`src/rtl/apb_mem_slave.sv`:
```
// APB completer fronting a small flop-array register memory, with fixed wait states.
// Optional error response for out-of-range/protocol-violating accesses: define APB_SLV_SLVERR_EN.
module apb_mem_slave #(
    parameter int ADDR_width  = 4,
    parameter int DATA_width  = 8,
    parameter int MEM_DEPTH   = 12,
    parameter int WAIT_CYCLES = 0
) (
    input  logic                  P_clk,
    input  logic                  P_reset,
    input  logic                  P_sel,
    input  logic                  P_enable,
    input  logic                  P_write,
    input  logic [ADDR_width-1:0] P_addr,
    input  logic [DATA_width-1:0] P_wdata,
    output logic [DATA_width-1:0] P_rdata,
    output logic                  P_ready,
    output logic                  P_slverr
);

    typedef enum logic [1:0] {
        S_IDLE,
        S_WAIT,
        S_ACK
    } state_t;

    state_t                r_state;
    logic [3:0]            r_cnt;
    logic [ADDR_width-1:0] r_addr;
    logic [DATA_width-1:0] r_wdata;
    logic                  r_write;
    logic                  r_oor;
    logic                  r_perr;
    logic [DATA_width-1:0] r_rdata;
    logic                  r_ready;
    logic                  r_slverr;
    logic [DATA_width-1:0] r_mem [MEM_DEPTH];

    logic                  w_start;
    logic                  w_oor_live;
    logic                  w_perr_live;
    logic [DATA_width-1:0] w_rd_live;
    logic [DATA_width-1:0] w_rd_lat;
    logic                  w_commit;

    assign P_rdata  = r_rdata;
    assign P_ready  = r_ready;
    assign P_slverr = r_slverr;

    assign w_oor_live = ({1'b0, P_addr} >= (ADDR_width+1)'(MEM_DEPTH));

`ifdef APB_SLV_SLVERR_EN
    // A select with ENABLE already high is still served, but flagged and neutralised.
    assign w_start     = P_sel;
    assign w_perr_live = P_enable;
`else
    assign w_start     = P_sel & ~P_enable;
    assign w_perr_live = 1'b0;
`endif

    // Read muxes; an address with no populated word decodes to zero.
    always_comb begin
        w_rd_live = '0;
        w_rd_lat  = '0;
        for (int i = 0; i < MEM_DEPTH; i++) begin
            if (P_addr == ADDR_width'(i)) w_rd_live = r_mem[i];
            if (r_addr == ADDR_width'(i)) w_rd_lat  = r_mem[i];
        end
    end

    assign w_commit = (r_state == S_ACK) & r_write & ~r_oor & ~r_perr;

    always_ff @(posedge P_clk or posedge P_reset) begin
        if (P_reset) begin
            r_state  <= S_IDLE;
            r_cnt    <= '0;
            r_addr   <= '0;
            r_wdata  <= '0;
            r_write  <= 1'b0;
            r_oor    <= 1'b0;
            r_perr   <= 1'b0;
            r_rdata  <= '0;
            r_ready  <= 1'b0;
            r_slverr <= 1'b0;
        end else begin
            case (r_state)
                S_IDLE: begin
                    r_ready  <= 1'b0;
                    r_slverr <= 1'b0;
                    if (w_start) begin
                        r_addr  <= P_addr;
                        r_write <= P_write;
                        r_wdata <= P_wdata;
                        r_oor   <= w_oor_live;
                        r_perr  <= w_perr_live;
                        r_cnt   <= 4'(WAIT_CYCLES);
                        if (WAIT_CYCLES == 0) begin
                            // No waits: the ACK cycle must already carry live-bus results.
                            r_state <= S_ACK;
                            r_ready <= 1'b1;
`ifdef APB_SLV_SLVERR_EN
                            r_slverr <= w_oor_live | w_perr_live;
`endif
                            if (!P_write || w_perr_live)
                                r_rdata <= (w_oor_live || w_perr_live) ? '0 : w_rd_live;
                        end else begin
                            r_state <= S_WAIT;
                        end
                    end
                end
                S_WAIT: begin
                    if (!P_sel) begin
                        r_state <= S_IDLE;
                    end else if (r_cnt == 4'd1) begin
                        r_state <= S_ACK;
                        r_ready <= 1'b1;
`ifdef APB_SLV_SLVERR_EN
                        r_slverr <= r_oor | r_perr;
`endif
                        if (!r_write || r_perr)
                            r_rdata <= (r_oor || r_perr) ? '0 : w_rd_lat;
                    end else begin
                        r_cnt <= r_cnt - 4'd1;
                    end
                end
                S_ACK: begin
                    r_state  <= S_IDLE;
                    r_ready  <= 1'b0;
                    r_slverr <= 1'b0;
                end
                default: begin
                    r_state  <= S_IDLE;
                    r_ready  <= 1'b0;
                    r_slverr <= 1'b0;
                end
            endcase
        end
    end

    // Writes land on the edge that closes ACK.
    always_ff @(posedge P_clk or posedge P_reset) begin
        if (P_reset) begin
            for (int i = 0; i < MEM_DEPTH; i++) r_mem[i] <= '0;
        end else if (w_commit) begin
            for (int i = 0; i < MEM_DEPTH; i++)
                if (r_addr == ADDR_width'(i)) r_mem[i] <= r_wdata;
        end
    end

endmodule

```
`config.mk`:
```
export PLATFORM = sky130hd
export DESIGN_NAME = apb_mem_slave
export DESIGN_NICKNAME = d
export VERILOG_FILES = /design/src/rtl/apb_mem_slave.sv
export SDC_FILE = /design/constraint.sdc
export NUM_CORES = 1
export LEC_CHECK = 0
export ABC_CLOCK_PERIOD_IN_PS = 5200
export CAP_MARGIN = 5
export CORE_MARGIN = 4
export CORE_UTILIZATION = 62
export CTS_BUF_LIST = sky130_fd_sc_hd__clkbuf_4
export DETAILED_ROUTE_END_ITERATION = 12
export PLACE_DENSITY = 0.87
export SYNTH_ARGS = -nofsm -noshare
export SYNTH_HDL_FRONTEND = slang
export SYNTH_SLANG_ARGS = --single-unit
```
`constraint.sdc`:
```
create_clock -name P_clk -period 5.2 [get_ports P_clk]
set_input_delay 1.56 -clock P_clk [delete_from_list [all_inputs] [get_ports P_clk]]
set_output_delay 1.56 -clock P_clk [all_outputs]
set_load 0.01 [all_outputs]
```
; After elaboration in Yosys (flattened, before gate mapping)
; Cells that the tools add are included.
[classes]
add_sub_neg = 1
magnitude_cmp = 1
eq_ne = 32
muxes = 44
n_bitwise = 5
reduce_logical = 22
[op_table]
columns = operator, n
row1 = $mux W8, 31
row2 = $eq A4 B3 Y1 const B, 8
row3 = $eq A4 B4 Y1 const B, 8
row4 = $reduce_and A2 Y1, 15
row5 = $eq A4 B2 Y1 const B, 4
row6 = $pmux W8 S2, 1
row7 = $eq A4 B1 Y1 const B, 3
row8 = $mux W4, 3
row9 = $ne A2 B2 Y1 const B, 6
row10 = $logic_not A4 Y1, 2
row11 = $pmux W4 S2, 1
row12 = $mux W2, 3
row13 = $reduce_and A6 Y1, 1
row14 = $ge A4 B4 Y1 const B, 1
row15 = $pmux W2 S2, 1
row16 = $reduce_and A4 Y1, 1
row17 = $sub A4 B1 Y4 const B, 1
row18 = $and A1 B1 Y1, 3
row19 = $mux W1, 3
row20 = $ne A3 B3 Y1 const B, 1
row21 = $eq A2 B1 Y1 const B, 1
row22 = $eq A2 B2 Y1 const B, 1
row23 = $logic_not A2 Y1, 1
row24 = $not A1 Y1, 2
row25 = 3 further kinds, 3
[word_totals]
register_bits = 125
in_bits = 17
word_cells = 125

; Logic depth before layout (Yosys ltp)
[logic_depth]
ltp_word = 18
mapped_depth = 8
depth_no_buf = 5

; Worst setup path after synthesis
; OpenSTA, ideal clock, no wires.
[synth_timing]
kind = input -> register
start = in P_write
end = reg r_rdata[1] (netlist: P_rdata[1])
arrival_ns = 2.802
slack_ns = 2.276
cell_stages = 6
cell_sequence = or4b_4 > buf_6 > nand2_2 > o21ai_1 > a311o_1 > o221a_1
[synth_between]
elab_chain_len = 2
[synth_rtl]
columns = item, line
row1 = from (decl), 13  ; input logic P_write,
row2 = $ne A2 B2 Y1 (no source line), -
row3 = $reduce_and A6 Y1 (no source line), -
row4 = to (signal assigned), 105  ; r_rdata <= (w_oor_live || w_perr_live) ? '0 : w_rd_live;
row5 = to (signal assigned), 121  ; r_rdata <= (r_oor || r_perr) ? '0 : w_rd_lat;
row6 = to (decl), 34  ; logic [DATA_width-1:0] r_rdata;
; Every way passes these cells.
; A chain may end at the register's enable or synchronous reset.

; Worst setup path after layout
[layout_timing]
start = in P_addr[2]
end = reg r_rdata[0] (netlist: P_rdata[0])
[layout_between]
elab_chain_len = 17
elab_cells_between_ends = 29
classes_between = order compare (1) / eq/ne (11) / mux (16) / reduce/logical (1)
[layout_rtl]
columns = item, line
row1 = from (decl), 14  ; input logic [ADDR_width-1:0] P_addr,
row2 = $logic_not A4 Y1, 66  ; if (P_addr == ADDR_width'(i)) w_rd_live = r_mem[i];
row3 = $mux W8 (12 in a row), 66
row4 = $mux W8 *, 105
row5 = $mux W8 *, 104  ; if (!P_write || w_perr_live)
row6 = $mux W8 *, 90  ; if (w_start) begin
row7 = $pmux W8 S2 *, 86  ; case (r_state)
; Mark *: on every way between the ends. The rest lies on a longest branch, timed or not. The select of a mux whose other input is x is not followed.

==> flow_summary.toml <==
[status]
status = "finished clean"

[clocking]
cts-resized-gates = 0
ctsHoldBuffers = 0
worstSkewPairLatency_ps = 510
worst_setup_hold_path_clk_slew_ps = 100
tritoncts = "built"
clock_sinks = 120
htreeDepth = 4
numCtsBuffers = 17
postCtsSetupRepairBufs = 0
ctsRootBufferMaster = "sky130_fd_sc_hd__clkbuf_4"
cts.path.max_buffers = 2

[floorplanning]
design.portCount = 27
dieWidth_um = 104
die-area_sq_um = 10800
initial_utilization_pct = 64.5
floorplan.rows = 34
core-area_sq_um = 8850
chip_height_um = 104

[synth]
synthDominantCellAreaShare_pct = 52.6
ys_seq_elements = 120
synth_common_cells = "120 x sky130_fd_sc_hd__dfrtp_1, 110 x sky130_fd_sc_hd__mux2_2, 48 x sky130_fd_sc_hd__o21ai_0, 33 x sky130_fd_sc_hd__nand2_1, 19 x sky130_fd_sc_hd__clkbuf_1"
mappedNetlistArea_sq_um = 5700
synth.yosys.warnings = 0
synthesis.instances = 494
top_ff_cell_synth = "sky130_fd_sc_hd__dfrtp_1"
number_of_nets_produced_by_synthesis = 511
synthTopCellsByArea = "sky130_fd_sc_hd__dfrtp_1 53%, sky130_fd_sc_hd__mux2_2 22%, sky130_fd_sc_hd__o21ai_0 4.2%, sky130_fd_sc_hd__nand2_1 2.2%, sky130_fd_sc_hd__a21oi_1 1.5%"
postSynthAreaPerCell_sq_um = 11.5
yosysUniqueCellTypes = 47
yosysMostFrequentCell = "sky130_fd_sc_hd__dfrtp_1"
yosysTopAreaCell = "sky130_fd_sc_hd__dfrtp_1"
edff_count_synth = 0
synth_sequential_area_ratio_pct = 52.6
synth-async-reset-ratio_pct = 100

[pwr]
static-leakage-power_nw = 2.83
power-per-cell-area_nw_per_um2 = 371
report.power.total_mw = 2.32
ir_drop_uv = 200

[worst_setup_path]
worstSetupEndpointType = "flop"
worst_r2r_endpoint = "r_mem[93]$_DFFE_PP0P_"
endpoint = "P_rdata[0]$_DFFE_PP0P_"
crit_type = "in -> reg"
cp_max_fo = 12
timing.critical_path.from_type = "input port"
worst-endpoint-arrival_ps = 4130
data_required_time_of_the_critical_path_ps = 5580
worstReg2RegStart = "r_oor$_DFFE_PP0P_"
rrSetupSlack_ps = 3150
crit_path_start = "P_addr[2]"
ff2ff_path_depth = 5

[detailed_routing]
drtAntennaViolNets = 0
routed_via_count_divided_by_cell_count = 6.38
num_vias = 4000
remaining_drc_errors = 0
drt-initial-drc-count = 258
first_drt_pass_iteration_count = 5
aggregate_routed_wire_length_um = 12500
detail_route.wl_per_cell_um = 20.0

[placed_design]
placedCellCount = 597
place.port_buffers = 25
dp_hpwl_um = 8310
routabilityCongestion = 0.884

[finish]
multi_input_area_sq_um = 2510
fillers = 613
final_layout_size_suffix_gt1_share_pct = 30.6
insertedDiodeCount = 0
layout.area.seq_sq_um = 3000
nets = 525
final_cells = 627
area_growth_pct = 9.70

[global_route]
first_global_vias = 4179
global_route_wire_length_before_repair_um = 21000
largest_net_degree_at_the_start_of_global_routing = 70
grt_overflow = 0
antenna_found_initial = 0
gr-usage-all-layers_pct = 24.6

[timing]
slew_headroom_pct = 33.6
finalSetupViolations = 0
max_clock_freq_mhz = 267
worst_slew_pin_slew_ps = 996
number_of_hold_violations_in_the_final_report = 0
final.period_utilization_pct = 72.1
rsz0062_at_grt = "no"
fin_tns_setup_ps = 0
final_period_minus_worst_setup_slack_ps = 3750
maxSlewViolCount = 0
worst_clock_skew_on_the_final_layout_ps = 13.6

[worst_hold_path]
hold_path_class = "reg -> reg"
holdCritStartpoint = "r_mem[77]$_DFFE_PP0P_"

[run]
max-cap-violations = 0
[cells in the final DEF (no fill, tap or decap), drive strengths merged, types with 13 or more instances in the layout]
cell           instances
a21oi                 18
clkbuf                18
clkdlybuf4s50         23
dfrtp                120
mux2                 110
nand2                 34
nand2b                13
nor2                  20
nor3                  17
o21ai                 51
[power breakdown]
part           total [mW]  internal, mW  leakage [nW]  switching, mW
Combinational       0.354         0.202          1.05          0.152
Clock               0.699         0.374         0.161          0.325
Sequential           1.27          1.12          1.61          0.149
[registers in the layout, summed over array words and instances, names as in the netlist]
signal	cells
r_addr	4
r_mem	96
r_state	1
P_ready	1
r_write	1
r_wdata	8
P_rdata	8
r_oor	1
[kinds of logic after synthesis]
family | count (synthesis) | share of synthesized area, %
AND/OR/NAND/NOR | 103 | 9.41
multiplexers | 112 | 22.1
other | 1 | 0.0657
AO/OA/AOI/OAI | 114 | 12.5
buffers and inverters | 44 | 3.36
flip-flops | 120 | 52.6
[metal layers]
metal	GRT usage, %	share of wire (%)
met5	0	0
met4	10.1	2.1
met3	6.27	7.1
met2	39.5	50
met1	32.0	40
[worst min-delay path by stage]
stage | cells past startpoint | to
after floorplan | 1 | r_state[1]$_DFFE_PP0P_
after detailed placement | 1 | r_mem[73]$_DFFE_PP0P_
final | 1 | r_mem[77]$_DFFE_PP0P_
after global routing | 1 | r_mem[74]$_DFFE_PP0P_
after global placement | 1 | r_mem[73]$_DFFE_PP0P_
after CTS | 1 | r_mem[77]$_DFFE_PP0P_
[critical path, cell delays in order]
cell and delay, ps:
sky130_fd_sc_hd__clkdlybuf4s50_1 650, sky130_fd_sc_hd__nor2b_1 760, sky130_fd_sc_hd__nand3_1 410, sky130_fd_sc_hd__o21ai_1 320, sky130_fd_sc_hd__a211oi_1 70, sky130_fd_sc_hd__a221o_2 360
[layout make-up]
cell class	count	area share, %
flip-flops and latches	120	48.0
clock buffers	18	2.16
clock inverters	12	2.54
inverters	10	0.640
well taps	108	2.16
multi-input cells	330	40.2
repair buffers	29	4.32
[stage by stage]
stage                     util [%]  worst slack, ps  area (sq um)  hold WS (ps)
final                         70.7             1450          6260           509
after CTS                     70.7             1510          6260           511
after global routing          70.7             1370          6260           534
after floorplan                  -              454          5700           452
after detailed placement      67.4             1010          5960           488
after global placement        67.4             1140          5960           481
No activity file was read; power rests on OpenSTA's default activity.
==> variant, RTL diff (config.mk and constraints unchanged) <==
Set the parameter `WAIT_CYCLES` to 1 (it was 0).
--- a/src/rtl/apb_mem_slave.sv
+++ b/src/rtl/apb_mem_slave.sv
@@ -6,3 +6,3 @@
     parameter int MEM_DEPTH   = 12,
-    parameter int WAIT_CYCLES = 0
+    parameter int WAIT_CYCLES = 1
 ) (
Formal check against the unedited RTL: not equivalent (Yosys sat finds a counterexample within 4 cycles, from zero or initial values and one cycle with P_reset high).
==> variant against the unedited design <==
Power rose by 23%. Count of clock-buffer cells in the layout rose by 1. First-iteration DRC count rose by 63%. Fmax rose by 23%. Final area rose by 4.7%. Register-to-register slack got worse by 730 ps. Synthesized area rose by 3.6%. Non-clock buffer count rose by 2. Sequential cell count rose by 5. Routed wire length rose by 9.7%. Setup slack improved by 700 ps. Largest power group unchanged. Highest routed layer unchanged.
==> variant: results (changes against the unedited design) <==
| Metric | Value |
|---|---|
| Critical path peak fanout | `2 (-10)` |
| Critical path launch point | `P_rdata[2]` |
| Gpl congestion | `0.8587 (-2.9%)` |
| Most common library cells after synthesis | `dfrtp_1 (125), mux2_2 (115), o21ai_0 (24)` |
| Static Leakage | `3.069 nW (+8.6%)` |
| Crit-path leading delay family | `buffers and inverters` |
| Fill cell count | `636 (+3.8%)` |
| Vias post-DR | `4064 (+1.6%)` |
| Outcome | `finished, final reports clean` |
| Worst-Skew Late Latency | `540 ps (+30 ps)` |
| Total number of H-tree levels | `4 (unchanged)` |
| Largest stage delay, worst path | `550 ps (-210 ps)` |
| Max Clock Skew | `17.06 ps (+3.507 ps)` |
| Routed Wire Length | `13740 µm (+9.7%)` |
| Reg clk slew, reported paths | `120 ps (+20 ps)` |
| CP startpoint kind | `register` |
| Syn_nets | `496 (-2.9%)` |
| Worst slew pin tran | `1069 ps (+73.60 ps)` |
| Worst hold start | `r_mem[70]` |
| Post-detail-place hpwl | `9081 µm (+9.2%)` |
| Post_cts resized | `0 (unchanged)` |
| Largest net degree at the start of global routing | `71 (+1.4%)` |
| Num CTS Buffers | `17 (unchanged)` |
| Vias in the first global route | `4239 (+1.4%)` |
| Initial drt markers | `420 (+63%)` |
| Post-synth top flop | `dfrtp_1` |
| First-pass GRT wire length | `22410 µm (+6.9%)` |
| Worst EP arrival | `1490 ps (-2640 ps)` |
| Dominant cells by area after synthesis | `dfrtp_1 (53%), mux2_2 (22%), mux2i_1 (2.5%)` |
| Final nets | `513 (-2.3%)` |
| Yosys cell types | `53 (+13%)` |
| Worst R2R Start | `r_addr[0]` |
| HP Class | `reg2reg` |
| GRT Util Overall | `0.2623 (+0.01678)` |
| Setup WS pre-CTS | `1875 ps (+862.3 ps)` |
| Sw Pwr | `0.0009784 W (+56%)` |
| CP max stage cell | `clkdlybuf4s50_1` |
| Maximum vdd drop | `195.8 µV (-2.0%)` |
| Seq/Total Area, Yosys | `0.5295 (+0.003118)` |
| Layout cell share with drive strength beyond 1 | `0.3412 (+0.03486)` |
| Pwr per Cell Area | `437.5 nW/µm² (+18%)` |
==> variant: changes by cell type in the layout (fill, tap and decap cells not counted), sizes merged, moves of 7 or more <==
cell and delta:
nand2b -9, a21boi -8, nor3 -9, nand2 -11
o31ai +7, mux2i +13, a31oi -8, o21ai -27
==> variant: final timing paths <==
path                       cells after the start  slack [ps]          to
setup / recovery                               1        2150  P_rdata[2]
hold / removal                                 1         520   r_mem[70]
setup reg to reg                               4        2420   r_mem[36]
hold reg to reg                                1         520   r_mem[70]
max in group asynchronous                      3        2870  r_wdata[0]
min in group asynchronous                      2        1520    r_cnt[0]
==> variant: final cells by class <==
type / count / area share
Sequential cell: 125 / 0.4774
Clock inverter: 13 / 0.02883
Multi-Input combinational cell: 310 / 0.3968
Timing Repair Buffer: 31 / 0.04506
Clock buffer: 19 / 0.02177
Inverter: 9 / 0.005538
Tap cell: 129 / 0.02463
==> variant: through the flow <==
step                      cell area [µm²]    util  cells  hold WS, ps
after floorplan                      5907       -    477        472.8
after global placement               6221  0.6733    604        478.0
after detailed placement             6221  0.6733    604        487.7
after CTS                            6553  0.7091    636        514.8
after global routing                 6553  0.7091    636        526.2
final                                6553  0.7091    636        516.8
==> variant: logic make-up after synthesis <==
group / share of synthesized area
AO/OA/AOI/OAI: 0.09405
multiplexers: 0.2447
adder cells (fa/ha/maj): 0.004236
XOR/XNOR: 0.002966
buffers and inverters: 0.03114
flip-flops: 0.5295
other: 0.0006348
AND/OR/NAND/NOR: 0.09278
==> variant: layer usage <==
layer,vias to the layer above,share of wire,track usage
li1,1764,-,-
met4,0,0.031,0.1277
met2,193,0.50,0.4299
met1,2060,0.39,0.3326
met3,47,0.079,0.05573
met5,-,0,0
==> variant: power groups by stage <==
stage / registers [W] / logic (W) / clock network [W]
after floorplan: 0.00127 / 0.000554 / 0
after global placement: 0.00138 / 0.000664 / 0
after detailed placement: 0.00139 / 0.000692 / 0
after CTS: 0.00138 / 0.000700 / 0.000783
after global routing: 0.00141 / 0.000754 / 0.000835
final: 0.00139 / 0.000701 / 0.000779
